$ cat config.mk
export PLATFORM = sky130hd
export DESIGN_NAME = string_char_streamer
export DESIGN_NICKNAME = d
export VERILOG_FILES = /design/src/rtl/string_char_streamer.sv
export SDC_FILE = /design/constraint.sdc
export NUM_CORES = 2
export LEC_CHECK = 0
export BUFFER_PORTS_ARGS = -buffer_cell sky130_fd_sc_hd__buf_2
export CAP_MARGIN = 5
export CORE_MARGIN = 8
export CORE_UTILIZATION = 31
export CTS_BUF_LIST = sky130_fd_sc_hd__clkbuf_16
export DETAILED_ROUTE_END_ITERATION = 6
export SLEW_MARGIN = 25
export SYNTH_ARGS = -nofsm -noshare
export SYNTH_HDL_FRONTEND = slang
export SYNTH_SLANG_ARGS = --single-unit
$ cat constraint.sdc
create_clock -name clk -period 2.8 [get_ports clk]
set_input_delay 0.28 -clock clk [delete_from_list [all_inputs] [get_ports clk]]
set_output_delay 0.28 -clock clk [all_outputs]
set_load 0.05 [all_outputs]
$ cat src/rtl/string_char_streamer.sv
// string_char_streamer: streams a packed ASCII string out one byte per valid/ready handshake.
// Optional macro NUL_SKIP_EN builds a SCAN state that skips leading 8'h00 padding.
module string_char_streamer #(
    parameter int MAXCHARS = 80,
    parameter int CNTW     = 7
) (
    input  logic                  clk,
    input  logic                  rst_n,
    input  logic                  start,
    input  logic [8*MAXCHARS-1:0] str_in,
    output logic                  busy,
    output logic                  done,
    output logic                  ch_valid,
    input  logic                  ch_ready,
    output logic [7:0]            ch_data,
    output logic [CNTW-1:0]       len_out
);

    localparam int W = 8 * MAXCHARS;
    localparam logic [CNTW-1:0] LAST = CNTW'(MAXCHARS - 1);

    typedef enum logic [1:0] {
        S_IDLE,
        S_SCAN,
        S_SEND,
        S_FIN
    } state_t;

    state_t          r_state, w_state_nxt;
    logic [W-1:0]    r_str,   w_str_nxt;
    logic [CNTW-1:0] r_idx,   w_idx_nxt;
    logic [CNTW-1:0] r_cnt,   w_cnt_nxt;
    logic [CNTW-1:0] r_len,   w_len_nxt;
    logic [7:0]      r_data,  w_data_nxt;
    logic            r_valid, w_valid_nxt;

    // The capture register shifts left as bytes are consumed, so the byte
    // at r_idx is always the top byte and the following one sits below it.
    logic [7:0] w_top;
    logic [7:0] w_next;
    logic       w_hs;
    logic       w_last;

    assign w_top  = r_str[W-1 -: 8];
    assign w_next = r_str[W-9 -: 8];
    assign w_hs   = r_valid & ch_ready;
    assign w_last = (r_idx == LAST);

    // State and datapath registers with synchronous active-low reset
    always_ff @(posedge clk) begin
        if (!rst_n) begin
            r_state <= S_IDLE;
            r_str   <= '0;
            r_idx   <= '0;
            r_cnt   <= '0;
            r_len   <= '0;
            r_data  <= 8'h00;
            r_valid <= 1'b0;
        end else begin
            r_state <= w_state_nxt;
            r_str   <= w_str_nxt;
            r_idx   <= w_idx_nxt;
            r_cnt   <= w_cnt_nxt;
            r_len   <= w_len_nxt;
            r_data  <= w_data_nxt;
            r_valid <= w_valid_nxt;
        end
    end

    // Next-state and datapath update; SEND loads its first byte itself when
    // entered without a presented character
    always_comb begin
        w_state_nxt = r_state;
        w_str_nxt   = r_str;
        w_idx_nxt   = r_idx;
        w_cnt_nxt   = r_cnt;
        w_len_nxt   = r_len;
        w_data_nxt  = r_data;
        w_valid_nxt = r_valid;
        unique case (r_state)
            S_IDLE: begin
                if (start) begin
                    w_str_nxt = str_in;
                    w_idx_nxt = '0;
                    w_cnt_nxt = '0;
`ifdef NUL_SKIP_EN
                    w_state_nxt = S_SCAN;
`else
                    w_state_nxt = S_SEND;
`endif
                end
            end
`ifdef NUL_SKIP_EN
            S_SCAN: begin
                if (w_top != 8'h00) begin
                    w_data_nxt  = w_top;
                    w_valid_nxt = 1'b1;
                    w_state_nxt = S_SEND;
                end else if (w_last) begin
                    w_len_nxt   = '0;
                    w_state_nxt = S_FIN;
                end else begin
                    w_idx_nxt = r_idx + 1'b1;
                    w_str_nxt = r_str << 8;
                end
            end
`endif
            S_SEND: begin
                if (!r_valid) begin
                    w_data_nxt  = w_top;
                    w_valid_nxt = 1'b1;
                end else if (w_hs) begin
                    w_cnt_nxt = r_cnt + 1'b1;
                    if (w_last) begin
                        w_valid_nxt = 1'b0;
                        w_len_nxt   = r_cnt + 1'b1;
                        w_state_nxt = S_FIN;
                    end else begin
                        w_idx_nxt  = r_idx + 1'b1;
                        w_str_nxt  = r_str << 8;
                        w_data_nxt = w_next;
                    end
                end
            end
            S_FIN: begin
                w_state_nxt = S_IDLE;
            end
            default: begin
                w_state_nxt = S_IDLE;
            end
        endcase
    end

    assign busy     = (r_state == S_SCAN) || (r_state == S_SEND);
    assign done     = (r_state == S_FIN);
    assign ch_valid = r_valid;
    assign ch_data  = r_data;
    assign len_out  = r_len;

endmodule

==> out/qor.yml <==
critical_path:
  cpMostUsedCell: "buf_12"
  rr_worst_depth: 8
  crit_family: "compound AO/OA/AOI/OAI gates"
  cp.arrival_ps: 3040
  crit_type: "reg -> reg"
  cp_max_fo: 118
  max_stage_delay_ps: 450
  cp.required_ps: 3320
  cp-end-kind: "register"
  critical_path.cell_chain: "inv_1 -> ha_1 -> mux2i_1 -> a311oi_4 -> buf_12 -> buf_12 -> nor2_1 -> a211oi_1"
  cp.depth: 8
  worst-path-buf-inv: 3
  slowest_stage: "a311oi_4"
  start_kind: "register"
synthesis:
  synth_enable_flop_cells: 0
  synthTopCellsByArea: "dfxtp_1, mux2i_1, a211oi_1, nor2_1, buf_2"
  async_flop_share_pct: 0
  synth_most_common_cell: "dfxtp_1"
  yosysTopAreaCell: "dfxtp_1"
  synth_nets: 3647
  netlist_area_um2: 29100
  synth_top_area_share_pct: 46.2
  ys_types: 40
  synth_ff_type: "dfxtp_1"
  synth_common_cells: "dfxtp_1, nor2_1, a211oi_1, mux2i_1, clkbuf_1"
  synth_warnings: 0
  syn_inst: 2997
  ys_seq_elements: 672
  avgSynthCellArea_um2: 9.71
  yosysSeqAreaShare_pct: 46.2
floorplanning:
  io_pins: 662
  fp.dieH_um: 322
  die_area_um2: 104000
  die_w_um: 322
  start_util_pct: 31.2
  rows: 112
  fp.coreArea_um2: 93200
clocking:
  ctsResizeCount: 0
  clockBufferDepth: 3
  cts_made_buffers: 78
  clock-root-buffer: "clkbuf_16"
  insertion_delay_ps: 640
  htree_levels: 3
  clk_pin_slew_worst_paths_ps: 60
  clock-sinks: 672
  cts_tree: "done"
timing:
  fin_crit_ps: 2520
  clock.fmax_mhz: 397
  hold_ws_ps: 55.1
  fin_skew_ps: 42.4
  rsz0062_at_grt: "no"
  hold_violations: 0
  max_slew_margin_pct: 49.4
  maxSlewViolCount: 0
  finalSetupViolations: 0
  finalCritPeriodShare_pct: 90.0
  layout_setup_ws_ps: 280
  worst_slew_pin_slew_ps: 760
  fin_tns_setup_ps: 0
placed_design:
  io_buffers: 661
  dp_hpwl_um: 69200
  detailedPlace.worstSlack_ps: 312
  place.gp.congestion: 0.847
grt:
  grt_max_degree: 144
  track_usage_pct: 18.6
  grt_pass1_vias: 26600
  grt_pass1_wl_um: 154000
  grt_overflow: 0
  antenna_found_initial: 29
final_layout:
  final_util_pct: 44.8
  drive_gt1_share_pct: 20.8
  syn_to_final_growth_pct: 43.3
  nets: 4724
  fillCellCount: 8639
detailed_routing:
  dr.pass1.iters: 6
  viasPerCell: 4.89
  antenna_left: 0
  wl_per_cell_um: 18.9
  vias: 26500
  totalWireLength_um: 102000
  drc: 0
  first_iter_violations: 1859
power_and_ir_drop:
  p_per_area_nw_per_um2: 1070
  leakagePower_nw: 16.5
  ir_drop_uv: 625
run_status:
  outcome: "finished, final reports clean"
run:
  maxCapViolations: 0
min_path:
  hold_path.class: "in -> reg"
  min_path_cells: 3
## state kept, by name, indices dropped and copies added (netlist names)
| register | flops |
|---|---|
| r_idx | 7 |
| r_str | 640 |
| ch_valid | 1 |
| len_out | 7 |
| r_state | 2 |
| ch_data | 8 |
| r_cnt | 7 |
## cells by family after synthesis
| family | synth area share (%) |
|---|---|
| adder cells (fa/ha/maj) | 0.258 |
| AO/OA/AOI/OAI | 17.9 |
| XOR/XNOR | 0.150 |
| buffers and inverters | 4.49 |
| flip-flops | 46.2 |
| multiplexers | 21.8 |
| AND/OR/NAND/NOR | 9.16 |
## worst paths after layout
path,end,slack [ps],from
setup / recovery,r_str[369]$_SDFFE_PN0P_,280,r_state[1]$_SDFFE_PN0P_
hold / removal,r_str[537]$_SDFFE_PN0P_,60,str_in[537]
setup reg to reg,r_str[369]$_SDFFE_PN0P_,280,r_state[1]$_SDFFE_PN0P_
hold reg to reg,r_str[0]$_SDFFE_PN0P_,480,r_str[0]$_SDFFE_PN0P_
## metrics by stage
step	total power [mW]	instance area, um^2	std cells
2_1_floorplan	30.0	29100	2997
3_3_place_gp	34.2	33800	4705
3_5_place_dp	34.6	33800	4705
4_1_cts	45.1	41700	5389
5_1_grt	47.9	41700	5404
6_report	44.8	41700	5415
## report_power, final
group	internal, mW	switching (mW)
Sequential	13.8	2.46
Combinational	8.37	10.5
Clock	5.41	4.33
Total	27.6	17.3
## metal layers
layer	global-route usage (%)	routed length [um]	part of all wire [%]
met2	29.5	46300	45
met4	8.97	4750	4.6
met5	0	96	0.094
met3	4.92	7070	6.9
met1	23.4	44000	43
## tightest hold or removal path, stage by stage
cell and delay [ps]:
buf_2 100, mux2i_1 160, a211oi_1 90
## cells in the final DEF (no fill, tap or decap), drive strengths merged, types with 6 or more instances in the layout
cell and count:
buf 744, dfxtp 672, nor2 650, mux2i 634
a211oi 634, dlygate4sd3 543, clkbuf 78, clkinv 36
inv 27, diode 26, nand3 11, a22o 10
o21ai 10, o221a 9, nand2 8, a21oi 8
o22ai 7, ha 6
## layout make-up
| cell class | count | area (um^2) | area share (%) |
|---|---|---|---|
| clock inverter | 63 | 468 | 1.12 |
| multi-input combinational | 2030 | 14400 | 34.5 |
| antenna | 26 | 65.1 | 0.156 |
| timing repair buffer | 1287 | 9820 | 23.5 |
| clock buffer | 78 | 1950 | 4.68 |
| tap | 1254 | 1570 | 3.76 |
| sequential | 672 | 13500 | 32.2 |
| inverter | 5 | 26.3 | 0.0630 |
## timing repair
action                                 in CTS  in global routing
hold buffers                              543                  0
endpoints found under the hold margin     547                  0
setup buffers                               0                  0
(Power assumes the default switching activity.)
